--- config.mk ---
export PLATFORM = sky130hd
export DESIGN_NAME = mem_traffic_gen_flat
export DESIGN_NICKNAME = d
export VERILOG_FILES = /design/src/rtl/mem_traffic_gen_if.sv /design/src/rtl/mem_traffic_gen.sv /design/src/flat_wrapper.sv
export SDC_FILE = /design/constraint.sdc
export NUM_CORES = 1
export LEC_CHECK = 0
export ABC_AREA = 1
export CORE_UTILIZATION = 42
export CTS_CLUSTER_SIZE = 40
export DETAILED_ROUTE_END_ITERATION = 6
export PLACE_DENSITY_LB_ADDON = 0.25
export SLEW_MARGIN = 5
export SYNTH_ARGS = -nofsm -noshare
export SYNTH_HDL_FRONTEND = slang
export SYNTH_SLANG_ARGS = --single-unit
--- constraint.sdc ---
create_clock -name clk -period 7.9 [get_ports clk]
set_clock_uncertainty 0.15 [all_clocks]
set_input_delay 2.37 -clock clk [delete_from_list [all_inputs] [get_ports clk]]
set_output_delay 2.37 -clock clk [all_outputs]
set_load 0.01 [all_outputs]
--- src/rtl/mem_traffic_gen_if.sv ---
// Memory bus between the traffic generator and a memory responder.
//   mem_valid  : request, held until mem_ready completes the transaction
//   mem_instr  : instruction-fetch flag (the generator only issues data accesses)
//   mem_ready  : responder completion
//   mem_addr   : word-aligned byte address
//   mem_wdata  : write data
//   mem_wstrb  : byte enables, 4'hF = write, 4'h0 = read
//   mem_rdata  : read data, valid when mem_valid and mem_ready are both high
// master = request side (generator), slave = responder side.
interface mem_traffic_gen_if;
    logic        mem_valid;
    logic        mem_instr;
    logic        mem_ready;
    logic [31:0] mem_addr;
    logic [31:0] mem_wdata;
    logic [3:0]  mem_wstrb;
    logic [31:0] mem_rdata;

    modport master (
        output mem_valid, mem_instr, mem_addr, mem_wdata, mem_wstrb,
        input  mem_ready, mem_rdata
    );

    modport slave (
        input  mem_valid, mem_instr, mem_addr, mem_wdata, mem_wstrb,
        output mem_ready, mem_rdata
    );
endinterface

--- src/rtl/mem_traffic_gen.sv ---
// Memory traffic generator: on start, writes NUM_WORDS words of an address-derived
// pattern beginning at BASE_ADDR, then reads them back and counts mismatches.
// Ports:
//   clk, rst        : clock, asynchronous active-high reset
//   start           : one-cycle pulse launching a run (honoured only when idle or finished)
//   bus             : memory request interface (master side)
//   busy            : run in progress
//   done            : sticky end-of-run flag, high while finished
//   err_count       : saturating count of readback mismatches
//   first_err_addr  : address of the first mismatching word
//   timeout         : sticky flag, a transaction got no mem_ready within TIMEOUT cycles
module mem_traffic_gen #(
    parameter logic [31:0] BASE_ADDR = 32'h0000_1000,
    parameter int unsigned NUM_WORDS = 16,
    parameter logic [31:0] SEED      = 32'hA5A5_5A5A,
    parameter int unsigned TIMEOUT   = 256
) (
    input  logic              clk,
    input  logic              rst,
    input  logic              start,
    mem_traffic_gen_if.master bus,
    output logic              busy,
    output logic              done,
    output logic [15:0]       err_count,
    output logic [31:0]       first_err_addr,
    output logic              timeout
);

    localparam logic [15:0] LastIdx  = 16'(NUM_WORDS - 1);
    localparam logic [31:0] WaitLast = 32'(TIMEOUT - 1);

    typedef enum logic [2:0] {
        StIdle,
        StWrReq,
        StWrGap,
        StRdReq,
        StRdGap,
        StFin
    } state_e;

    state_e      state_q;
    logic        valid_q;
    logic [31:0] addr_q;
    logic [31:0] wdata_q;
    logic [3:0]  wstrb_q;
    logic [15:0] idx_q;
    logic [31:0] wait_q;
    logic        busy_q;
    logic        done_q;
    logic [15:0] err_q;
    logic [31:0] first_err_q;
    logic        timeout_q;

    logic last_word;
    logic rd_mismatch;

    assign last_word   = (idx_q == LastIdx);
    assign rd_mismatch = (bus.mem_rdata != (addr_q ^ SEED));

    always_ff @(posedge clk or posedge rst) begin
        if (rst) begin
            state_q     <= StIdle;
            valid_q     <= 1'b0;
            addr_q      <= '0;
            wdata_q     <= '0;
            wstrb_q     <= '0;
            idx_q       <= '0;
            wait_q      <= '0;
            busy_q      <= 1'b0;
            done_q      <= 1'b0;
            err_q       <= '0;
            first_err_q <= '0;
            timeout_q   <= 1'b0;
        end else begin
            unique case (state_q)
                StIdle, StFin: begin
                    if (start) begin
                        state_q     <= StWrReq;
                        valid_q     <= 1'b1;
                        addr_q      <= BASE_ADDR;
                        wdata_q     <= BASE_ADDR ^ SEED;
                        wstrb_q     <= 4'hF;
                        idx_q       <= '0;
                        wait_q      <= '0;
                        busy_q      <= 1'b1;
                        done_q      <= 1'b0;
                        err_q       <= '0;
                        first_err_q <= '0;
                        timeout_q   <= 1'b0;
                    end
                end

                StWrReq: begin
                    if (bus.mem_ready) begin
                        valid_q <= 1'b0;
                        if (last_word) begin
                            // Switch to the read phase; read requests carry no data.
                            state_q <= StRdGap;
                            idx_q   <= '0;
                            addr_q  <= BASE_ADDR;
                            wdata_q <= '0;
                            wstrb_q <= 4'h0;
                        end else begin
                            state_q <= StWrGap;
                            idx_q   <= idx_q + 16'd1;
                            addr_q  <= addr_q + 32'd4;
                            wdata_q <= (addr_q + 32'd4) ^ SEED;
                        end
                    end else if (wait_q == WaitLast) begin
                        state_q   <= StFin;
                        valid_q   <= 1'b0;
                        busy_q    <= 1'b0;
                        done_q    <= 1'b1;
                        timeout_q <= 1'b1;
                    end else begin
                        wait_q <= wait_q + 32'd1;
                    end
                end

                StWrGap: begin
                    state_q <= StWrReq;
                    valid_q <= 1'b1;
                    wait_q  <= '0;
                end

                StRdGap: begin
                    state_q <= StRdReq;
                    valid_q <= 1'b1;
                    wait_q  <= '0;
                end

                StRdReq: begin
                    if (bus.mem_ready) begin
                        valid_q <= 1'b0;
                        if (rd_mismatch) begin
                            if (err_q != 16'hFFFF) begin
                                err_q <= err_q + 16'd1;
                            end
                            if (err_q == 16'h0000) begin
                                first_err_q <= addr_q;
                            end
                        end
                        if (last_word) begin
                            state_q <= StFin;
                            busy_q  <= 1'b0;
                            done_q  <= 1'b1;
                        end else begin
                            state_q <= StRdGap;
                            idx_q   <= idx_q + 16'd1;
                            addr_q  <= addr_q + 32'd4;
                        end
                    end else if (wait_q == WaitLast) begin
                        state_q   <= StFin;
                        valid_q   <= 1'b0;
                        busy_q    <= 1'b0;
                        done_q    <= 1'b1;
                        timeout_q <= 1'b1;
                    end else begin
                        wait_q <= wait_q + 32'd1;
                    end
                end

                default: begin
                    state_q <= StIdle;
                    valid_q <= 1'b0;
                    busy_q  <= 1'b0;
                end
            endcase
        end
    end

    assign bus.mem_valid = valid_q;
    assign bus.mem_instr = 1'b0;
    assign bus.mem_addr  = addr_q;
    assign bus.mem_wdata = wdata_q;
    assign bus.mem_wstrb = wstrb_q;

    assign busy           = busy_q;
    assign done           = done_q;
    assign err_count      = err_q;
    assign first_err_addr = first_err_q;
    assign timeout        = timeout_q;

endmodule

--- src/flat_wrapper.sv ---
// flat-port wrapper written by rule: the top's interface ports become plain ports
module mem_traffic_gen_flat 
#(
    parameter logic [31:0] BASE_ADDR = 32'h0000_1000,
    parameter int unsigned NUM_WORDS = 16,
    parameter logic [31:0] SEED      = 32'hA5A5_5A5A,
    parameter int unsigned TIMEOUT   = 256
)
  (clk, rst, start, busy, done, err_count, first_err_addr, timeout, bus_mem_valid, bus_mem_instr, bus_mem_addr, bus_mem_wdata, bus_mem_wstrb, bus_mem_ready, bus_mem_rdata);
  mem_traffic_gen_if bus_i ();
  input  logic clk;
  input  logic rst;
  input  logic start;
  output logic busy;
  output logic done;
  output logic [15:0] err_count;
  output logic [31:0] first_err_addr;
  output logic timeout;
  output wire logic [$bits(bus_i.mem_valid)-1:0] bus_mem_valid;
  output wire logic [$bits(bus_i.mem_instr)-1:0] bus_mem_instr;
  output wire logic [$bits(bus_i.mem_addr)-1:0] bus_mem_addr;
  output wire logic [$bits(bus_i.mem_wdata)-1:0] bus_mem_wdata;
  output wire logic [$bits(bus_i.mem_wstrb)-1:0] bus_mem_wstrb;
  input wire logic [$bits(bus_i.mem_ready)-1:0] bus_mem_ready;
  input wire logic [$bits(bus_i.mem_rdata)-1:0] bus_mem_rdata;
  assign bus_mem_valid = bus_i.mem_valid;
  assign bus_mem_instr = bus_i.mem_instr;
  assign bus_mem_addr = bus_i.mem_addr;
  assign bus_mem_wdata = bus_i.mem_wdata;
  assign bus_mem_wstrb = bus_i.mem_wstrb;
  assign bus_i.mem_ready = bus_mem_ready;
  assign bus_i.mem_rdata = bus_mem_rdata;
  mem_traffic_gen #(.BASE_ADDR(BASE_ADDR), .NUM_WORDS(NUM_WORDS), .SEED(SEED), .TIMEOUT(TIMEOUT)) u_core (.clk(clk), .rst(rst), .start(start), .bus(bus_i), .busy(busy), .done(done), .err_count(err_count), .first_err_addr(first_err_addr), .timeout(timeout));
endmodule
==> metrics <==
Post-synth EDFFs 0; status complete, but fails checks; most frequent cell after synthesis nand2_1; # clock sinks 165; Final Util 0.517; max_slew headroom 0.304; fillcell total 2,480; vias per cell 5.28; Leak 5.83 nW; largest net degree at the start of global routing 78; Layout area overhead 20.6%; crit end category flip-flop; worst-path maximum fanout 31; CORE AREA 24,400 sq um; startpoint types input port; CTS H-tree lvls 4; effective utilization at floorplan 0.429; CTS tree built; WP data arrival 4.97 ns; Seq/Total Area, Yosys 0.395; GRT Overall Usage 0.257; syn avg cell area 6.90 sq um; Hold Crit Start u_core.first_err_addr[20]$_DFFE_PP0P_; hold depth 2; Setup Buffers After CTS 0; routability cong. 0.968; worst slew pin tran 1.04 ns; cts bufs inserted 17; CTS Hold Bufs 0; most instantiated cells after synthesis nand2_1, nor2_1, dfrtp_1; Main synth FF type dfrtp_1; R2R Path End u_core.first_err_addr[17]$_DFFE_PP0P_; reg2reg setup slack 4.17 ns; failing checks DRC; asr flop ratio synth 1.00; Final Hold Viols 0; biggest area consumer among synthesized cells dfrtp_1; 1st-pass router iterations 7; drt total wl 32.3 mm; Final min period 4.80 ns; synth top area cells dfrtp_1, nand2_1, nor2_1; Final Setup Violations 0; setup TNS 0 ns; clock transition at the registers of the reported paths 0.08 ns; Setup WS pre-CTS 2.65 ns; HPWL after detailed placement 23.5 mm; DIE WIDTH 160 um; # placed instances 1,943; MaxCap Viol Count 0; grt ovf 0; post-route insts no fill 1,973; antenna cells 0; vias in the first global route 9,786; die height 160 um; Port Buffers 153; worst-skew pair later-pin latency 0.44 ns; RR Startpoint u_core.state_q[2]$_DFFE_PP0N_; WHS Endpoint u_core.first_err_addr[20]$_DFFE_PP0P_; top cell type's share of synthesized area 0.395; r2r worst-path depth 9; vias 10.4k; FMAX 0.208 GHz; share of layout cells above drive strength 1 0.0546; first-pass GRT wire length 52.0 mm; Max Buffers Root-to-Sink 2; DR DRC count 4; WL/cell 16.4 um; initial drt markers 844; cts repair resizes 0; Cell Pwr Density 235 nW/um^2; RSZ-0062 raised after global routing false; maximum VDD drop 0.188 mV; Synth cell types 40; final setup margin 3.10 ns; Gate Count Post-Synth 1,515; final antenna-violating net count 0; io pins 157; post-synthesis cell area 10,500 sq um; Root Driver clkbuf_16; Ys Warns 0; data required time of the worst path 8.07 ns; Hold Path Class reg2reg; final worst-path cycle share 0.608; WS Path Type in2reg; DIE AREA 25,500 sq um; FF+latch count, synth 165; initial antenna violation count 0; FP Rows 57; Slew Viols, Final 0; Layout Nets 1,679
## cells by family after synthesis
group | synth area share
AOI/OAI and AO/OA | 0.0583
xor gates and xnor gates | 0.0419
adders and majority gates | 0.00598
buffers and inverters | 0.0992
DFF | 0.395
other | 0.000359
and+or+nand+nor | 0.400
## area by class of cell
class | count | area, sq um | area share
multi-input cells | 1129 | 5310 | 0.421
repair buffers | 161 | 1590 | 0.126
clock inverters | 11 | 120 | 0.00952
well taps | 324 | 405 | 0.0321
clock buffers | 19 | 433 | 0.0343
inverters | 164 | 623 | 0.0494
flip-flops and latches | 165 | 4130 | 0.327
## power by group
group          total, mW  internal [mW]  leakage (nW)  switching, mW
Clock              0.815          0.439         0.264          0.377
Sequential          1.02          0.923          2.22          0.101
Combinational       1.12          0.303          3.35          0.815
Total               2.96           1.66          5.83           1.29
## worst max path at each step
| stage | startpoint | end | slack [ns] | depth (start not counted) |
|---|---|---|---|---|
| after detailed placement | start | u_core.first_err_addr[26]$_DFFE_PP0P_ | 2.65 | 9 |
| after CTS | start | u_core.first_err_addr[17]$_DFFE_PP0P_ | 3.12 | 9 |
| after global placement | start | u_core.first_err_addr[1]$_DFFE_PP0P_ | 2.73 | 9 |
| after floorplan | rst | u_core.bus.mem_addr[10]$_DFFE_PP0P_ | 0.92 | 1 |
| final | start | u_core.first_err_addr[17]$_DFFE_PP0P_ | 3.10 | 9 |
| after global routing | start | u_core.first_err_addr[28]$_DFFE_PP0P_ | 2.83 | 9 |
## critical path: stages
cell and delay [ns]:
clkdlybuf4s50_1 0.47, inv_1 0.06, nand2_4 0.11, o21ai_1 0.11
a21oi_4 0.56, buf_4 0.41, nand3_2 0.55, nand2_1 0.24
nand2_1 0.06
## cell usage in the layout, fill, tap and decap left out, types with 8 or more instances in the layout
cell	instances
nor3_1	35
nand3_1	103
nand2_1	501
xor2_1	47
inv_2	10
inv_1	151
o21ai_0	47
nand4_1	81
clkdlybuf4s50_1	153
buf_4	8
nor2_2	9
nor2_1	205
o21ai_2	9
dfrtp_1	165
a21oi_1	24
o22ai_1	12
clkbuf_16	17
## per-stage QoR
step	area [sq um]	hold WS (ns)	power [mW]
after global routing	12600	0.354	3.11
after CTS	12600	0.333	2.96
after detailed placement	12100	0.314	2.14
after global placement	12100	0.310	2.13
final	12600	0.325	2.96
after floorplan	10500	0.325	1.82
## state kept, by name, indices dropped and copies added (netlist names), 3 cells and up
name / count
u_core.bus.mem_addr: 30
u_core.wait_q: 32
u_core.state_q: 3
u_core.first_err_addr: 31
u_core.bus.mem_wdata: 32
u_core.err_count: 16
u_core.idx_q: 16
## metal layers
layer  vias to the layer above  GRT usage  share of wire  wire length, um
li1                       5065          -              -                -
met1                      4877      0.360           0.45            14600
met2                       431      0.398           0.45            14400
met3                        52     0.0483          0.078             2520
met4                         0     0.0879          0.024              780
met5                         -          0              0                0
Note: power is estimated with default switching activity, not from simulation.
